[src/rtl/clk_div_pkg.sv]
// clk_div_pkg: shared constants and types for the multi-channel clock divider.
//   CW_DEF          default counter/divisor width
//   DEFAULT_DIV_DEF default divisor loaded at reset
//   mode_e          channel output mode (toggle / pulse)
//   CH_IDX_W        width of the write channel index
package clk_div_pkg;

    localparam int          CW_DEF          = 32;
    localparam int unsigned DEFAULT_DIV_DEF = 200_000_000;
    localparam int          CH_IDX_W        = 4;

    typedef enum logic {
        MODE_TOGGLE = 1'b0,
        MODE_PULSE  = 1'b1
    } mode_e;

endpackage

[src/rtl/clk_div_chan.sv]
// clk_div_chan: one divider channel (counter, divisor, mode, output level, tick).
//   i_clk      system clock
//   i_rst      synchronous active-high reset
//   i_en       count enable
//   i_sync     phase-align: clear counter and outputs
//   i_wr       load i_wr_div / i_wr_mode into this channel
//   i_wr_div   new divisor
//   i_wr_mode  new mode (0 toggle, 1 pulse)
//   o_clk_out  divided output level
//   o_tick     one-cycle terminal-count strobe
module clk_div_chan
    import clk_div_pkg::*;
#(
    parameter int          CW          = CW_DEF,
    parameter int unsigned DEFAULT_DIV = DEFAULT_DIV_DEF
) (
    input  logic          i_clk,
    input  logic          i_rst,
    input  logic          i_en,
    input  logic          i_sync,
    input  logic          i_wr,
    input  logic [CW-1:0] i_wr_div,
    input  logic          i_wr_mode,
    output logic          o_clk_out,
    output logic          o_tick
);

    logic [CW-1:0] r_cnt;
    logic [CW-1:0] r_div;
    mode_e         r_mode;
    logic          r_clk_out;
    logic          r_tick;

    // >= rather than == so the counter can never run past the divisor
    logic w_tc;
    assign w_tc = (r_cnt >= r_div);

    always_ff @(posedge i_clk) begin
        if (i_rst) begin
            r_cnt     <= '0;
            r_div     <= CW'(DEFAULT_DIV);
            r_mode    <= MODE_TOGGLE;
            r_clk_out <= 1'b0;
            r_tick    <= 1'b0;
        end else begin
            // Divisor/mode load is independent of sync so a colliding write still lands
            if (i_wr) begin
                r_div  <= i_wr_div;
                r_mode <= mode_e'(i_wr_mode);
            end
            if (i_sync) begin
                r_cnt     <= '0;
                r_clk_out <= 1'b0;
                r_tick    <= 1'b0;
            end else if (i_wr) begin
                r_cnt  <= '0;
                r_tick <= 1'b0;
                // Toggle keeps its level; pulse output mirrors the (cleared) tick
                if (mode_e'(i_wr_mode) == MODE_PULSE)
                    r_clk_out <= 1'b0;
            end else if (i_en) begin
                if (w_tc) begin
                    r_cnt     <= '0;
                    r_tick    <= 1'b1;
                    r_clk_out <= (r_mode == MODE_TOGGLE) ? ~r_clk_out : 1'b1;
                end else begin
                    r_cnt  <= r_cnt + 1'b1;
                    r_tick <= 1'b0;
                    if (r_mode == MODE_PULSE)
                        r_clk_out <= 1'b0;
                end
            end else begin
                // Counter and toggle level hold; a pulse output stays equal to tick
                r_tick <= 1'b0;
                if (r_mode == MODE_PULSE)
                    r_clk_out <= 1'b0;
            end
        end
    end

    assign o_clk_out = r_clk_out;
    assign o_tick    = r_tick;

endmodule

[src/rtl/clk_div_multi.sv]
// clk_div_multi: NCH independent programmable clock dividers with broadcast align.
//   i_clk       system clock
//   i_rst       synchronous active-high reset
//   i_en        per-channel count enable
//   i_sync_all  one-cycle pulse, phase-aligns all channels
//   i_wr_en     divisor write strobe
//   i_wr_ch     target channel (ignored when >= NCH)
//   i_wr_div    new divisor
//   i_wr_mode   new mode (0 toggle, 1 pulse)
//   o_clk_out   per-channel divided level
//   o_tick      per-channel terminal-count strobe
module clk_div_multi
    import clk_div_pkg::*;
#(
    parameter int          NCH         = 4,
    parameter int          CW          = CW_DEF,
    parameter int unsigned DEFAULT_DIV = DEFAULT_DIV_DEF
) (
    input  logic                i_clk,
    input  logic                i_rst,
    input  logic [NCH-1:0]      i_en,
    input  logic                i_sync_all,
    input  logic                i_wr_en,
    input  logic [CH_IDX_W-1:0] i_wr_ch,
    input  logic [CW-1:0]       i_wr_div,
    input  logic                i_wr_mode,
    output logic [NCH-1:0]      o_clk_out,
    output logic [NCH-1:0]      o_tick
);

    // Only indices below NCH decode, so out-of-range writes touch nothing
    logic [NCH-1:0] w_wr_hit;

    for (genvar i = 0; i < NCH; i++) begin : g_ch
        assign w_wr_hit[i] = i_wr_en && (i_wr_ch == CH_IDX_W'(i));

        clk_div_chan #(
            .CW          (CW),
            .DEFAULT_DIV (DEFAULT_DIV)
        ) u_chan (
            .i_clk     (i_clk),
            .i_rst     (i_rst),
            .i_en      (i_en[i]),
            .i_sync    (i_sync_all),
            .i_wr      (w_wr_hit[i]),
            .i_wr_div  (i_wr_div),
            .i_wr_mode (i_wr_mode),
            .o_clk_out (o_clk_out[i]),
            .o_tick    (o_tick[i])
        );
    end

endmodule

[config.mk]
export PLATFORM = sky130hd
export DESIGN_NAME = clk_div_multi
export DESIGN_NICKNAME = d
export VERILOG_FILES = /design/src/rtl/clk_div_pkg.sv /design/src/rtl/clk_div_chan.sv /design/src/rtl/clk_div_multi.sv
export SDC_FILE = /design/constraint.sdc
export NUM_CORES = 1
export LEC_CHECK = 0
export ABC_AREA = 0
export BUFFER_PORTS_ARGS = -buffer_cell sky130_fd_sc_hd__buf_2
export CORE_UTILIZATION = 35
export CTS_BUF_LIST = sky130_fd_sc_hd__clkbuf_4
export DETAILED_ROUTE_END_ITERATION = 16
export GPL_ROUTABILITY_DRIVEN = 0
export PLACE_DENSITY_LB_ADDON = 0.12
export SYNTH_ARGS = -nofsm -noshare
export SYNTH_HDL_FRONTEND = slang
export SYNTH_SLANG_ARGS = --single-unit
[constraint.sdc]
create_clock -name i_clk -period 4 [get_ports i_clk]
set_input_delay 0.4 -clock i_clk [delete_from_list [all_inputs] [get_ports i_clk]]
set_output_delay 0.4 -clock i_clk [all_outputs]
set_load 0.01 [all_outputs]
# Word level (Yosys, flattened, before mapping)
# Index checks and enable logic that the tools add are counted.
# word_totals
regBits,268
in_bits,45
output_inout_bits,8
word_cells,86
# classes
addsub,4
n_lt_le_gt_ge,4
eq_ne,7
mux,29
bitwise_logic,8
reduce_logical,14
# ops
operator,count
"adder 32 x 1 -> 32 bit, second input constant",4
>= comparator 32 bit,4
two-way mux 32 bit,4
two-way mux 1 bit,25
OR reduction 4 bit,4
OR reduction 3 bit,4
"== test 4 x 2 -> 1 bit, second input constant",2
"inequality test 2 bit, second input constant",4
NOT 1 bit,8
"== test 4 x 1 -> 1 bit, second input constant",1
logical AND 1 bit,4
logical NOT 4 bit,1
OR reduction 2 bit,1

# Logic depth before layout (Yosys ltp)
# Gate-level depths: netlist of run 1.
# depth
depth_word,5
mapped_depth,11
depth_no_buf,9

# By module
# A second synthesis of run 1 with hierarchy kept.
# unflattened
cells_unflattened,1549
hier_area_um2,13938.4
# by_module_without_submodules
module,n_inst,cells_each,area_per_inst_um2,seq_area_each_um2
clk_div_chan,4,386,3468.3,1341.3
clk_div_multi,1,5,65.1,0.0

# Least setup slack after synthesis of run 1
# Ideal clock, no wire load.
# synth_path
path_kind,register -> register
from,register g_ch[2].u_chan.r_div[13]
to,register g_ch[2].u_chan.r_cnt[22]
setup_time_ps,115
arrival_time_ps,2377
required_time_ps,3885
slack_ps,1508
path_stages_with_launch,12
path_buffers,2
period_less_slack_ps,2492
cell_sequence,dfxtp_1 > inv_1 > ha_1 > nand4_1 > or4_1 > or4_1 > a31oi_1 > o21a_1 > or2_4 > buf_8 > buf_12 > nor2_1
# synth_via
elab_chain_len,2
# synth_rtl
item,line,source
"start, declared",clk_div_chan.sv:29,logic [CW-1:0] r_div;
"start signal, assigned",clk_div_chan.sv:41,r_div <= CW'(DEFAULT_DIV);
"start signal, assigned",clk_div_chan.sv:48,r_div <= i_wr_div;
>= comparator 32 bit,clk_div_chan.sv:36,assign w_tc = (r_cnt >= r_div);
two-way mux 32 bit,clk_div_chan.sv:62,if (w_tc) begin
"end signal, assigned",clk_div_chan.sv:67,r_cnt <= r_cnt + 1'b1;
"end, declared",clk_div_chan.sv:28,logic [CW-1:0] r_cnt;
# Every way passes these cells.
# A chain may end at the register's enable or synchronous reset.

# Final worst setup path of run 1
# layout_path
from,register g_ch[2].u_chan.r_cnt[13]
to,register g_ch[2].u_chan.r_cnt[8]
# layout_via
elab_chain_len,2
# layout_rtl
item,line
>= comparator 32 bit,clk_div_chan.sv:36
two-way mux 32 bit,clk_div_chan.sv:62
# Every way passes these cells.

==> qor.txt, run 1 <==
Worst path max stage delay = 470 ps
Register area share after synthesis = 39.2%
TritonRoute pass-1 iters = 4
Initial Util = 35.5%
Post-Syn Nets = 1883
Setup violations, final = 0
Post-route clock period utilization = 69.6%
CP Data Required Time = 4580 ps
Fraction of layout cells with a size suffix above 1 = 10.4%
Critical path capture point type = flop
Synthesized flop and latch total = 268
Number of flops mapped to enable cells by yosys = 0
Worst min path class = primary input to flop
Power Total = 5.54 mW
Commonest non-fill, non-tap cells in the layout = nand2_1 (291), dfxtp_1 (268), nor2_1 (213)
Most common cell after layout, fill and taps aside = nand2_1
Routed vias = 11500
Num ports = 53
Max Buffers Root-to-Sink = 3
Cts repair resizes = 0
Placed Instance Area = 14400 um2
Fmax = 359 MHz
Synth top area share = 39.2%
Syn avg cell area = 8.03 um2
Post-route setup slack = 1210 ps
CP Class = flop to flop
Design area = 15700 um2
Clock root buffer master = clkbuf_4
Post-DRT Antenna Nets = 0
Rel. slew slack = 30.5%
# fillers = 4036
Max Slew Vio Count = 0
Die area = 39900 um2
Clock transition at path regs = 70 ps
Row count = 72
Total GRT Usage = 18.6%
Max-cap violations = 0
Placed insts = 2221
Largest net degree at the start of global routing = 100
Async set-reset flop share out of synthesis = 0%
Multi-input logic area = 7490 um2
Hold WS = 78.0 ps
Height of the chip = 200 um
Crit-path slowest cell = or4_1
GRT overflow = 0
Synth Flop Type = dfxtp_1
Critical Path Fanout Max = 29
Post-Syn Instances = 1706
DRC violations left = 0
Synth-to-Final Area Change = 14.7%
Crit path DAT = 3370 ps
Startpoint types = flop
Final hold viol count = 0
Synth area leader = dfxtp_1
Lkg Pwr = 6.34 nW
Initial drt markers = 492
CTS Sinks = 268
Critical-path cell list = ha_1 -> nand4_1 -> or4_1 -> or4_1 -> a31oi_1 -> o21a_1 -> or2_4 -> nor2_1
RSZ-0062 raised after global routing = false
Critical path's most frequent cell = or4_1
Ys Warns = 0
Cts bufs inserted = 78
WL final = 36100 um
Largest cells by area after synthesis = dfxtp_1 (39%), ha_1 (12%), nand2_1 (8.0%)
Post-DR vias/cell = 4.83
Routed len/inst = 15.1 um
Skew final = 37.8 ps
Power per cell area = 353 nW/um2
DP Worst Slack = 1060 ps
Count of cell types in the netlist = 57
Outcome = complete, no violations
Die width = 200 um
Core area = 38600 um2
Initial antenna violation count = 1
Peak VDD IR = 0.201 mV
Post-DP HPWL = 25500 um
Worst slew pin tran = 1040 ps
Post-Syn Area = 13700 um2
Storage cell area = 5370 um2
Final #Nets = 1995
Util after Layout = 40.7%
Worst-skew pair later-pin latency = 720 ps
Number of global-route vias before repair = 11300
Post-layout min period = 2790 ps
CTS tree = built
First-pass GRT wire length = 57200 um
Port buffer count = 52
Setup TNS = 0 ps
H-tree level count = 3
Non-filler cells, final = 2389
==> cell type report <==
type	count	area share (%)
Sequential cell	268	34.2
Clock inverter	15	0.526
Timing Repair Buffer	99	4.48
Clock buffer	116	5.54
Tap cell	518	4.13
Multi-Input combinational cell	1226	47.7
Antenna cell	2	0.0319
Inverter	145	3.46
==> state kept, by name (all words and copies together), names as in the netlist <==
signal	cells
g_ch.u_chan.r_cnt	128
g_ch.u_chan.r_div	128
g_ch.u_chan.o_clk_out	4
g_ch.u_chan.o_tick	4
g_ch.u_chan.r_mode	4
==> logic make-up after synthesis <==
| family | count (synthesis) | synth area share, % |
|---|---|---|
| multiplexers | 4 | 0.310 |
| AND/OR/NAND/NOR | 729 | 23.8 |
| flip-flops | 268 | 39.2 |
| AO/OA/AOI/OAI | 246 | 11.0 |
| buffers and inverters | 212 | 6.28 |
| XOR/XNOR | 115 | 7.35 |
| adder cells (fa/ha/maj) | 132 | 12.1 |
==> worst paths after layout <==
kind	start	end	slack (ps)	depth (start not counted)
max	g_ch[2].u_chan.r_cnt[13]	g_ch[2].u_chan.r_cnt[8]	1210	8
min	i_en[0]	g_ch[0].u_chan.r_cnt[1]	80	3
max reg2reg	g_ch[2].u_chan.r_cnt[13]	g_ch[2].u_chan.r_cnt[8]	1210	8
min reg2reg	g_ch[3].u_chan.r_div[5]	g_ch[3].u_chan.r_div[5]	450	2
==> routing by layer <==
| layer | wire length, um | global-route usage (%) |
|---|---|---|
| met3 | 2240 | 3.98 |
| met5 | 0 | 0 |
| met2 | 17100 | 31.8 |
| met1 | 15900 | 22.8 |
| met4 | 909 | 6.73 |
==> report_power, final <==
part / leakage [nW] / internal, mW / total (mW) / switching [mW]
Clock: 0.578 / 1.37 / 2.57 / 1.20
Combinational: 3.59 / 0.0907 / 0.266 / 0.176
Sequential: 2.16 / 2.69 / 2.70 / 0.0113
==> synth_stat cells, types with 9 or more instances <==
master    number
a211o_1       36
a21o_1        10
a21oi_1      142
and3_1        24
buf_4          9
clkbuf_1      51
dfxtp_1      268
ha_1         132
inv_1        145
nand2_1      291
nand2b_1      13
nand3_1       56
nand3b_1      13
nand4_1       44
nor2_1       214
nor2b_1       10
nor3_1        19
nor4_1         9
o21ai_0       21
xnor2_1       53
xor2_1        62
==> critical path, delay by kind of cell (launching register included) <==
kind,cells,cell delay (ps)
DFF,1,360
AOI/OAI and AO/OA,2,500
and+or+nand+nor,5,1450
adders and majority gates,1,310
==> repair_timing <==
item | in CTS | in global routing
buffers inserted | 0 | 0
endpoints found under the hold margin | 115 | 0
hold buffers | 35 | 0
(Power assumes the default switching activity.)
==> run 2, diff against run 1 <==
clock period = 2.6 ns   (was 4 ns; I/O delays follow)
==> qor.txt, run 2 (synthesis gave the netlist of run 1 again) <==
Outcome = finished with violations
Failing checks = setup timing
Routed vias = 11900
R2r startpoint = g_ch[2].u_chan.r_div[14]
Power Total = 8.57 mW
Flop2flop setup slack = -10 ps
Post-DR vias/cell = 4.87
Worst min path class = primary input to flop
Worst slew pin tran = 772 ps
CP Launch Point = g_ch[2].u_chan.r_div[14]
Num ports = 53
Setup violations, final = 4
Max Slew Vio Count = 0
WL met3 = 1720 um
Design area = 16400 um2
CP Data Required Time = 3210 ps
Commonest non-fill, non-tap cells in the layout = nand2_1 (289), dfxtp_1 (261), nor2_1 (198)
Clock root buffer master = clkbuf_4
Post-layout min period = 2610 ps
Startpoint types = flop
Number of global-route vias before repair = 11400
DR top layer = met4
Max-cap violations = 0
Skew final = 30.7 ps
Post-route setup slack = -13.9 ps
Port buffer count = 52
H-tree level count = 3
Post-DRT Antenna Nets = 0
CTS Sinks = 268
GRT overflow = 0
WL final = 37900 um
Fraction of layout cells with a size suffix above 1 = 14.2%
RSZ-0062 raised after global routing = true
DP Worst Slack = 44.3 ps
Height of the chip = 200 um
Initial Util = 35.5%
Util after Layout = 42.4%
Met1 WL = 18200 um
Initial drt markers = 589
Die width = 200 um
Fmax = 383 MHz
CP Class = flop to flop
Crit path DAT = 3220 ps
Reg2Reg Depth = 10
Hold Path End = g_ch[3].u_chan.r_cnt[1]
Row count = 72
Initial antenna violation count = 2
CTS tree = built
Placed Instance Area = 14700 um2
Total GRT Usage = 19.3%
Reg2reg end = g_ch[2].u_chan.r_cnt[15]
Max Buffers Root-to-Sink = 3
Routed len/inst = 15.6 um
Die area = 39900 um2
Synth-to-Final Area Change = 19.5%
Core area = 38600 um2
Placed insts = 2249
Hold Path Origin = i_wr_ch[3]
Worst Hold Depth = 5
Cts bufs inserted = 76
Peak VDD IR = 0.279 mV
Power per cell area = 523 nW/um2
Final #Nets = 2033
Hold WS = 83.1 ps
Critical path capture point type = flop
First-pass GRT wire length = 59400 um
Critical Path Fanout Max = 8
Post-route clock period utilization = 101%
Worst-skew pair later-pin latency = 740 ps
Clock transition at path regs = 60 ps
Multi-input logic area = 7690 um2
Final hold viol count = 0
Setup TNS = -29.2 ps
Most common cell after layout, fill and taps aside = nand2_1
Storage cell area = 5370 um2
Non-filler cells, final = 2435
Lkg Pwr = 6.60 nW
Rel. slew slack = 48.5%
Met2 wire length = 17100 um
Post-DP HPWL = 26300 um
DRC violations left = 0
TritonRoute pass-1 iters = 5
# fillers = 3966
Largest net degree at the start of global routing = 69
Biggest regs = g_ch.u_chan.r_cnt x128, g_ch.u_chan.r_div x128
-- run 2: layout make-up --
class,instances,area share [%]
tap,518,3.96
multi-input combinational,1226,46.9
antenna,5,0.0764
sequential,268,32.8
clock buffer,120,5.50
clock inverter,14,0.321
inverter,145,3.32
timing repair buffer,139,7.07
-- run 2: how the worst max path moves through the flow --
| stage | to | slack (ps) | cells past startpoint |
|---|---|---|---|
| finish | g_ch[2].u_chan.r_cnt[15] | -10 | 10 |
| global route | g_ch[2].u_chan.r_cnt[16] | -120 | 10 |
| CTS | g_ch[2].u_chan.r_cnt[15] | 20 | 10 |
| detailed placement | g_ch[2].u_chan.r_cnt[25] | 40 | 10 |
| global placement | g_ch[2].u_chan.r_cnt[14] | 80 | 10 |
| floorplan | g_ch[2].u_chan.r_cnt[22] | 110 | 11 |
-- run 2: power by group --
part           switching, mW  internal, mW  total (mW)
logic                  0.301         0.176       0.477
clock network           1.85          2.08        3.93
registers             0.0177          4.14        4.16
total                   2.17          6.40        8.57
-- run 2: per-layer routing --
layer	vias up	track usage, %
li1	6051	-
met1	5513	25.1
met2	224	31.6
met3	77	4.33
met4	0	6.39
met5	-	0
-- run 2: timing repair --
item	CTS	global route
endpoints found under the setup margin	0	74
hold buffers	41	0
setup buffers	0	3
endpoints found under the hold margin	155	0
gates resized for setup	0	55
-- run 2: worst max-delay path: stages (launching register included) --
cell and delay (ps):
dfxtp_2 320, inv_2 40, ha_4 260, nand4_1 150, or4_1 540, or4_4 440, a31oi_4 180, o21a_1 150
or2_4 180, clkbuf_16 180, nor2_2 40
